### src/rtl/cpu_pkg.sv
// Shared types and constants for the CPU pipeline: ALU op/result-class enums,
// opcode map and instruction field slices for the 16-bit R/I-type format.
package cpu_pkg;

    localparam int CPU_DATA_W  = 16;
    localparam int CPU_INST_W  = 16;
    localparam int CPU_RADDR_W = 4;

    typedef enum logic [3:0] {
        ALU_NOP = 4'd0,
        ALU_OR  = 4'd1,
        ALU_AND = 4'd2,
        ALU_XOR = 4'd3,
        ALU_ADD = 4'd4,
        ALU_SUB = 4'd5,
        ALU_LW  = 4'd6,
        ALU_SW  = 4'd7
    } aluop_t;

    typedef enum logic [1:0] {
        SEL_NOP   = 2'd0,
        SEL_LOGIC = 2'd1,
        SEL_ARITH = 2'd2,
        SEL_MEM   = 2'd3
    } alusel_t;

    // R-type opcodes occupy 0x01-0x05, I-type 0x08-0x0B, memory 0x10-0x11.
    localparam logic [5:0] OP_NOP  = 6'h00;
    localparam logic [5:0] OP_OR   = 6'h01;
    localparam logic [5:0] OP_AND  = 6'h02;
    localparam logic [5:0] OP_XOR  = 6'h03;
    localparam logic [5:0] OP_ADD  = 6'h04;
    localparam logic [5:0] OP_SUB  = 6'h05;
    localparam logic [5:0] OP_ORI  = 6'h08;
    localparam logic [5:0] OP_ANDI = 6'h09;
    localparam logic [5:0] OP_XORI = 6'h0A;
    localparam logic [5:0] OP_ADDI = 6'h0B;
    localparam logic [5:0] OP_LW   = 6'h10;
    localparam logic [5:0] OP_SW   = 6'h11;

    function automatic logic [5:0] inst_op(input logic [15:0] inst);
        return inst[15:10];
    endfunction

    function automatic logic [3:0] inst_rd(input logic [15:0] inst);
        return inst[9:6];
    endfunction

    function automatic logic [3:0] inst_rs(input logic [15:0] inst);
        return inst[5:2];
    endfunction

    function automatic logic [5:0] inst_imm(input logic [15:0] inst);
        return inst[5:0];
    endfunction

endpackage

### src/rtl/id_decode_core.sv
// Combinational opcode decoder: produces ALU controls, register-file read
// enables/addresses, destination, and the extended immediate for I-type ops.
module id_decode_core
    import cpu_pkg::*;
#(
    parameter int DATA_W  = CPU_DATA_W,
    parameter int INST_W  = CPU_INST_W,
    parameter int RADDR_W = CPU_RADDR_W
) (
    input  logic [INST_W-1:0]  inst,
    output aluop_t             aluop,
    output alusel_t            alusel,
    output logic               reg1_read,
    output logic [RADDR_W-1:0] reg1_addr,
    output logic               reg2_read,
    output logic [RADDR_W-1:0] reg2_addr,
    output logic [RADDR_W-1:0] wd,
    output logic               wreg,
    output logic               use_imm,
    output logic [DATA_W-1:0]  imm,
    output logic               is_load,
    output logic               is_store,
    output logic               illegal
);

    logic [5:0]         op;
    logic [RADDR_W-1:0] rd;
    logic [RADDR_W-1:0] rs;
    logic [5:0]         imm6;
    logic [DATA_W-1:0]  imm_zext;
    logic [DATA_W-1:0]  imm_sext;

    assign op       = inst_op(inst[15:0]);
    assign rd       = RADDR_W'(inst_rd(inst[15:0]));
    assign rs       = RADDR_W'(inst_rs(inst[15:0]));
    assign imm6     = inst_imm(inst[15:0]);
    assign imm_zext = {{(DATA_W-6){1'b0}}, imm6};
    assign imm_sext = {{(DATA_W-6){imm6[5]}}, imm6};
    assign wd       = rd;

    // Port 1 normally reads rd (accumulator style); memory ops swap so the
    // address register rs goes out on port 1 and store data on port 2.
    always_comb begin
        aluop     = ALU_NOP;
        alusel    = SEL_NOP;
        reg1_read = 1'b0;
        reg2_read = 1'b0;
        reg1_addr = rd;
        reg2_addr = rs;
        wreg      = 1'b0;
        use_imm   = 1'b0;
        imm       = '0;
        is_load   = 1'b0;
        is_store  = 1'b0;
        illegal   = 1'b0;
        case (op)
            OP_NOP: ;
            OP_OR, OP_AND, OP_XOR, OP_ADD, OP_SUB: begin
                reg1_read = 1'b1;
                reg2_read = 1'b1;
                wreg      = 1'b1;
                case (op)
                    OP_OR:   begin aluop = ALU_OR;  alusel = SEL_LOGIC; end
                    OP_AND:  begin aluop = ALU_AND; alusel = SEL_LOGIC; end
                    OP_XOR:  begin aluop = ALU_XOR; alusel = SEL_LOGIC; end
                    OP_ADD:  begin aluop = ALU_ADD; alusel = SEL_ARITH; end
                    default: begin aluop = ALU_SUB; alusel = SEL_ARITH; end
                endcase
            end
            OP_ORI, OP_ANDI, OP_XORI: begin
                reg1_read = 1'b1;
                wreg      = 1'b1;
                use_imm   = 1'b1;
                imm       = imm_zext;
                alusel    = SEL_LOGIC;
                case (op)
                    OP_ORI:  aluop = ALU_OR;
                    OP_ANDI: aluop = ALU_AND;
                    default: aluop = ALU_XOR;
                endcase
            end
            OP_ADDI: begin
                reg1_read = 1'b1;
                wreg      = 1'b1;
                use_imm   = 1'b1;
                imm       = imm_sext;
                aluop     = ALU_ADD;
                alusel    = SEL_ARITH;
            end
            OP_LW: begin
                reg1_read = 1'b1;
                reg1_addr = rs;
                wreg      = 1'b1;
                is_load   = 1'b1;
                aluop     = ALU_LW;
                alusel    = SEL_MEM;
            end
            OP_SW: begin
                reg1_read = 1'b1;
                reg1_addr = rs;
                reg2_read = 1'b1;
                reg2_addr = rd;
                is_store  = 1'b1;
                aluop     = ALU_SW;
                alusel    = SEL_MEM;
            end
            default: illegal = 1'b1;
        endcase
    end

endmodule

### src/rtl/id_stage_pipe.sv
// Registered instruction-decode stage: hazard detection, EX/MEM forwarding,
// valid/ready handshake and the ID/EX register. Define ID_FWD_EN for forwarding.
module id_stage_pipe
    import cpu_pkg::*;
#(
    parameter int DATA_W  = CPU_DATA_W,
    parameter int INST_W  = CPU_INST_W,
    parameter int RADDR_W = CPU_RADDR_W
) (
    input  logic               clk,
    input  logic               rst,
    input  logic               if_valid_i,
    output logic               if_ready_o,
    input  logic [15:0]        if_pc_i,
    input  logic [INST_W-1:0]  if_inst_i,
    output logic               reg1_read_o,
    output logic [RADDR_W-1:0] reg1_addr_o,
    input  logic [DATA_W-1:0]  reg1_data_i,
    output logic               reg2_read_o,
    output logic [RADDR_W-1:0] reg2_addr_o,
    input  logic [DATA_W-1:0]  reg2_data_i,
    input  logic               ex_wreg_i,
    input  logic [RADDR_W-1:0] ex_wd_i,
    input  logic [DATA_W-1:0]  ex_wdata_i,
    input  logic               ex_is_load_i,
    input  logic               mem_wreg_i,
    input  logic [RADDR_W-1:0] mem_wd_i,
    input  logic [DATA_W-1:0]  mem_wdata_i,
    input  logic               flush_i,
    output logic               ex_valid_o,
    input  logic               ex_ready_i,
    output logic [15:0]        pc_o,
    output aluop_t             aluop_o,
    output alusel_t            alusel_o,
    output logic [DATA_W-1:0]  reg1_o,
    output logic [DATA_W-1:0]  reg2_o,
    output logic [RADDR_W-1:0] wd_o,
    output logic               wreg_o,
    output logic               is_load_o,
    output logic               is_store_o,
    output logic               illegal_o
);

    aluop_t             dec_aluop;
    alusel_t            dec_alusel;
    logic [RADDR_W-1:0] dec_wd;
    logic               dec_wreg;
    logic               dec_use_imm;
    logic [DATA_W-1:0]  dec_imm;
    logic               dec_is_load;
    logic               dec_is_store;
    logic               dec_illegal;

    logic               ex_hit1;
    logic               ex_hit2;
    logic               mem_hit1;
    logic               mem_hit2;
    logic               stall;
    logic               accept;
    logic [DATA_W-1:0]  src1;
    logic [DATA_W-1:0]  src2;
    logic [DATA_W-1:0]  op1;
    logic [DATA_W-1:0]  op2;

    id_decode_core #(
        .DATA_W  (DATA_W),
        .INST_W  (INST_W),
        .RADDR_W (RADDR_W)
    ) u_decode (
        .inst      (if_inst_i),
        .aluop     (dec_aluop),
        .alusel    (dec_alusel),
        .reg1_read (reg1_read_o),
        .reg1_addr (reg1_addr_o),
        .reg2_read (reg2_read_o),
        .reg2_addr (reg2_addr_o),
        .wd        (dec_wd),
        .wreg      (dec_wreg),
        .use_imm   (dec_use_imm),
        .imm       (dec_imm),
        .is_load   (dec_is_load),
        .is_store  (dec_is_store),
        .illegal   (dec_illegal)
    );

    assign ex_hit1  = reg1_read_o & ex_wreg_i  & (ex_wd_i  == reg1_addr_o);
    assign ex_hit2  = reg2_read_o & ex_wreg_i  & (ex_wd_i  == reg2_addr_o);
    assign mem_hit1 = reg1_read_o & mem_wreg_i & (mem_wd_i == reg1_addr_o);
    assign mem_hit2 = reg2_read_o & mem_wreg_i & (mem_wd_i == reg2_addr_o);

`ifdef ID_FWD_EN
    // Only a load in EX is unresolvable: its data arrives one stage later.
    assign stall = (ex_hit1 | ex_hit2) & ex_is_load_i;

    always_comb begin
        src1 = reg1_data_i;
        src2 = reg2_data_i;
        if (ex_hit1)       src1 = ex_wdata_i;
        else if (mem_hit1) src1 = mem_wdata_i;
        if (ex_hit2)       src2 = ex_wdata_i;
        else if (mem_hit2) src2 = mem_wdata_i;
    end
`else
    // Without bypass paths, wait until every in-flight writer has retired.
    logic unused_fwd;
    assign unused_fwd = ^{ex_wdata_i, mem_wdata_i, ex_is_load_i};
    assign stall = ex_hit1 | ex_hit2 | mem_hit1 | mem_hit2;
    assign src1  = reg1_data_i;
    assign src2  = reg2_data_i;
`endif

    assign op1 = reg1_read_o ? src1 : '0;
    assign op2 = reg2_read_o ? src2 : (dec_use_imm ? dec_imm : '0);

    assign if_ready_o = ~stall & (~ex_valid_o | ex_ready_i);
    assign accept     = if_valid_i & if_ready_o;

    // Flush outranks a new transfer; a consumed slot with nothing behind it
    // becomes a bubble while its payload fields are simply left in place.
    always_ff @(posedge clk) begin
        if (!rst) begin
            ex_valid_o <= 1'b0;
            pc_o       <= '0;
            aluop_o    <= ALU_NOP;
            alusel_o   <= SEL_NOP;
            reg1_o     <= '0;
            reg2_o     <= '0;
            wd_o       <= '0;
            wreg_o     <= 1'b0;
            is_load_o  <= 1'b0;
            is_store_o <= 1'b0;
            illegal_o  <= 1'b0;
        end else if (flush_i) begin
            ex_valid_o <= 1'b0;
            illegal_o  <= 1'b0;
        end else if (accept) begin
            ex_valid_o <= 1'b1;
            pc_o       <= if_pc_i;
            aluop_o    <= dec_aluop;
            alusel_o   <= dec_alusel;
            reg1_o     <= op1;
            reg2_o     <= op2;
            wd_o       <= dec_wd;
            wreg_o     <= dec_wreg;
            is_load_o  <= dec_is_load;
            is_store_o <= dec_is_store;
            illegal_o  <= dec_illegal;
        end else if (ex_ready_i) begin
            ex_valid_o <= 1'b0;
            illegal_o  <= 1'b0;
        end
    end

endmodule

### config.mk
export PLATFORM = sky130hd
export DESIGN_NAME = id_stage_pipe
export DESIGN_NICKNAME = d
export VERILOG_FILES = /design/src/rtl/cpu_pkg.sv /design/src/rtl/id_decode_core.sv /design/src/rtl/id_stage_pipe.sv
export SDC_FILE = /design/constraint.sdc
export NUM_CORES = 1
export LEC_CHECK = 0
export BUFFER_PORTS_ARGS = -buffer_cell sky130_fd_sc_hd__buf_2
export CAP_MARGIN = 30
export CORE_ASPECT_RATIO = 1.75
export CORE_MARGIN = 2
export CORE_UTILIZATION = 40
export DETAILED_ROUTE_END_ITERATION = 10
export GPL_ROUTABILITY_DRIVEN = 1
export PLACE_DENSITY = 0.75
export SYNTH_ARGS = -nofsm -noshare
export SYNTH_HDL_FRONTEND = slang
export SYNTH_HIERARCHICAL = 1
export SYNTH_SLANG_ARGS = --single-unit
### constraint.sdc
create_clock -name clk -period 5.1 [get_ports clk]
set_input_delay 0.51 -clock clk [delete_from_list [all_inputs] [get_ports clk]]
set_output_delay 0.51 -clock clk [all_outputs]
set_load 0.02 [all_outputs]
==> results_dict.tcl <==
set metrics [dict create \
    area_growth_syn_to_layout_pct 24.7 \
    grt_start_max_net_pins 92 \
    mostFrequentLayoutCell "buf_2" \
    cpPeakStageDelay_ps 430 \
    swShare 0.264 \
    initialDrtViolationCount 164 \
    clk_pin_slew_ps 60 \
    crit_buf_inv 3 \
    holdPathEnd "pc_o[12]" \
    design_area_um2 4360 \
    min_path_cells 3 \
    worstPathCellList "buf_2 > nor2_4 > nand4_2 > mux2_1 > xor2_1 > nor3_1 > nand4_1 > and3_1 > buf_4 > and3_1 > buf_2" \
    grt_pass1_wl_um 14100 \
    ys.flop_type "dfxtp_1" \
    p_seq_frac 0.395 \
    dpl.hpwl_um 6700 \
    crit_arrival_ps 2830 \
    portBuffers 152 \
    die_area_um2 9540 \
    hold_buffers 0 \
    clk_path_buf_depth 2 \
    post-route-drc-count 0 \
    internal-power_uw 974 \
    synth_edf_count 0 \
    min_period_ps 3340 \
    r2r_end "reg1_o[0]" \
    cp-end-kind "output port" \
    cp-start-kind "primary input" \
    wirelength_um 9150 \
    finalCoreUtilization 0.506 \
    die_y_um 128 \
    wl_per_cell_um 14.4 \
    required_ps 4590 \
    timing.rr.start "ex_valid_o" \
    cts_made_buffers 9 \
    overflow 0 \
    synth-seq-cells 63 \
    period_share 0.655 \
    placed_area_um2 4070 \
    first_pass_iters 4 \
    fmax_mhz 299 \
    cts.sinks 63 \
    ant_nets 0 \
    timing.setup.tns_ps 0 \
    ios 186 \
    relSlewSlack 0.353 \
    cts_resized 0 \
    vdd_drop_max_mv 0.166 \
    die_width_um 74.7 \
    track_usage 0.192 \
    p_switching_uw 350 \
    cts_tree "yes" \
    outcome "finished, final reports clean" \
    r2r_cells 4 \
    clock_latency_ps 330 \
    syn_area_per_cell_um2 8.86 \
    comb_power_share 0.161 \
    start_util 0.406 \
    clkPwrFrac 0.443 \
    seq_area_frac_synth 0.361 \
    cp_slowest_cell "mux2_1" \
    worstMarginPinSlew_ps 971 \
    maxCapViolCount 0 \
    finalClockSkew_ps 4.84 \
    cpLargestDelayFamily "simple AND/OR/NAND/NOR gates" \
    synthDistinctLibCells 44 \
    antenna_found_initial 0 \
    setup_viol 0 \
    drive_gt1_frac 0.352 \
    via_count 3204 \
    reg2reg_slack_ps 3180 \
    core-area_um2 8610 \
    leakagePower_uw 0.00213 \
    async_reset_ff_frac 0 \
    nets 627 \
    h-tree-depth 3 \
    antenna_cells 0 \
    maxSlewViolCount 0 \
    cts_root_buffer "clkbuf_16" \
    rows 45 \
    worstPathMaxFanout 17 \
    final_cell_mix "buf_2, nand2_1, dfxtp_1" \
    rsz0062_at_grt "false" \
    hp-class "primary input to register" \
    vias_per_cell 5.03 \
    syn_inst 395 \
    hold_start "if_pc_i[12]" \
    post_cts_buffers 0 \
    syn_area_um2 3500 \
    synth.net_count 507 \
    hold_violations 0 \
    gp_congestion 0.830 \
    crit_type "primary input to output port" \
    grt_pass1_vias 3071 \
    total_power_uw 1320 \
    p_per_area_nw_per_um2 304 \
    ys_warn_count 6 \
]
[worst register-to-register path: cells and delay by family (launching register included)]
family	cells	cell delay, ps
AND/OR/NAND/NOR	3	1220
multiplexers	1	310
flip-flops	1	310
[through the flow]
step | hold WS (ps) | worst slack, ps | cells
after floorplan | 533 | 2050 | 395
after global placement | 439 | 1550 | 621
after detailed placement | 446 | 1460 | 621
after CTS | 409 | 1750 | 637
after global routing | 411 | 1610 | 637
final | 420 | 1760 | 637
[flip-flops by register name (all words and copies together) (netlist names)]
name        flops
wd_o            4
wreg_o          1
illegal_o       1
reg1_o         16
is_load_o       1
alusel_o        2
aluop_o         4
reg2_o         16
is_store_o      1
ex_valid_o      1
pc_o           16
[cells by family (layout without fill, tap and decap cells)]
logic type	Yosys count	count (layout)	synth area share
AO/OA/AOI/OAI	53	53	0.117
XOR/XNOR	16	16	0.0401
buffers and inverters	50	175	0.108
flip-flops	63	63	0.361
multiplexers	53	53	0.155
other	1	1	0.00107
AND/OR/NAND/NOR	159	159	0.219
[routing by layer]
| layer | up-vias | GRT usage | share of wire |
|---|---|---|---|
| li1 | 1580 | - | - |
| met1 | 1487 | 0.209 | 0.40 |
| met2 | 114 | 0.336 | 0.52 |
| met3 | 23 | 0.0440 | 0.054 |
| met4 | 0 | 0.0935 | 0.030 |
| met5 | - | 0 | 0 |
[worst max path at each step]
stage	startpoint	endpoint	slack [ps]	depth (start not counted)
after floorplan	if_inst_i[15]	if_ready_o	2050	10
after global placement	if_inst_i[11]	reg2_o[15]	1550	11
after detailed placement	if_inst_i[11]	reg1_o[0]	1460	11
after CTS	if_inst_i[11]	if_ready_o	1750	11
after global routing	if_inst_i[11]	is_store_o	1610	11
final	if_inst_i[11]	if_ready_o	1760	11
[power by group through the flow]
stage | logic (uW) | registers [uW] | clock network (uW)
final | 214 | 523 | 587
after floorplan | 127 | 559 | 0
after global placement | 210 | 532 | 0
after CTS | 215 | 523 | 606
after detailed placement | 215 | 533 | 0
after global routing | 232 | 525 | 634
[Yosys cell counts, types with 2 or more instances]
cell / instances / area share
xor2_1: 12 / 0.030
a211oi_2: 2 / 0.0072
buf_6: 4 / 0.013
and3_1: 4 / 0.0072
inv_1: 3 / 0.0032
nand4_1: 5 / 0.0089
nand2_1: 97 / 0.10
buf_12: 6 / 0.034
mux2_1: 8 / 0.026
nor3_1: 5 / 0.0072
mux2i_1: 45 / 0.13
buf_2: 3 / 0.0043
a22oi_1: 14 / 0.030
o21ai_0: 4 / 0.0057
o211a_1: 14 / 0.040
nor2_1: 6 / 0.0064
o31ai_1: 2 / 0.0043
and2_1: 7 / 0.013
nand2b_1: 3 / 0.0054
nand3_1: 15 / 0.021
a21oi_1: 12 / 0.017
nor2b_1: 4 / 0.0072
dfxtp_1: 63 / 0.36
xnor2_1: 4 / 0.010
clkbuf_1: 18 / 0.019
nor2_4: 2 / 0.0064
buf_4: 16 / 0.034
[cell type report]
type / instances / area (um2)
sequential: 63 / 1260
fill: 840 / 4250
tap: 117 / 146
inverter: 3 / 11.3
multi-input combinational: 282 / 1860
clock inverter: 6 / 61.3
clock buffer: 10 / 229
timing repair buffer: 156 / 791
No activity file was read; power rests on OpenSTA's default activity.
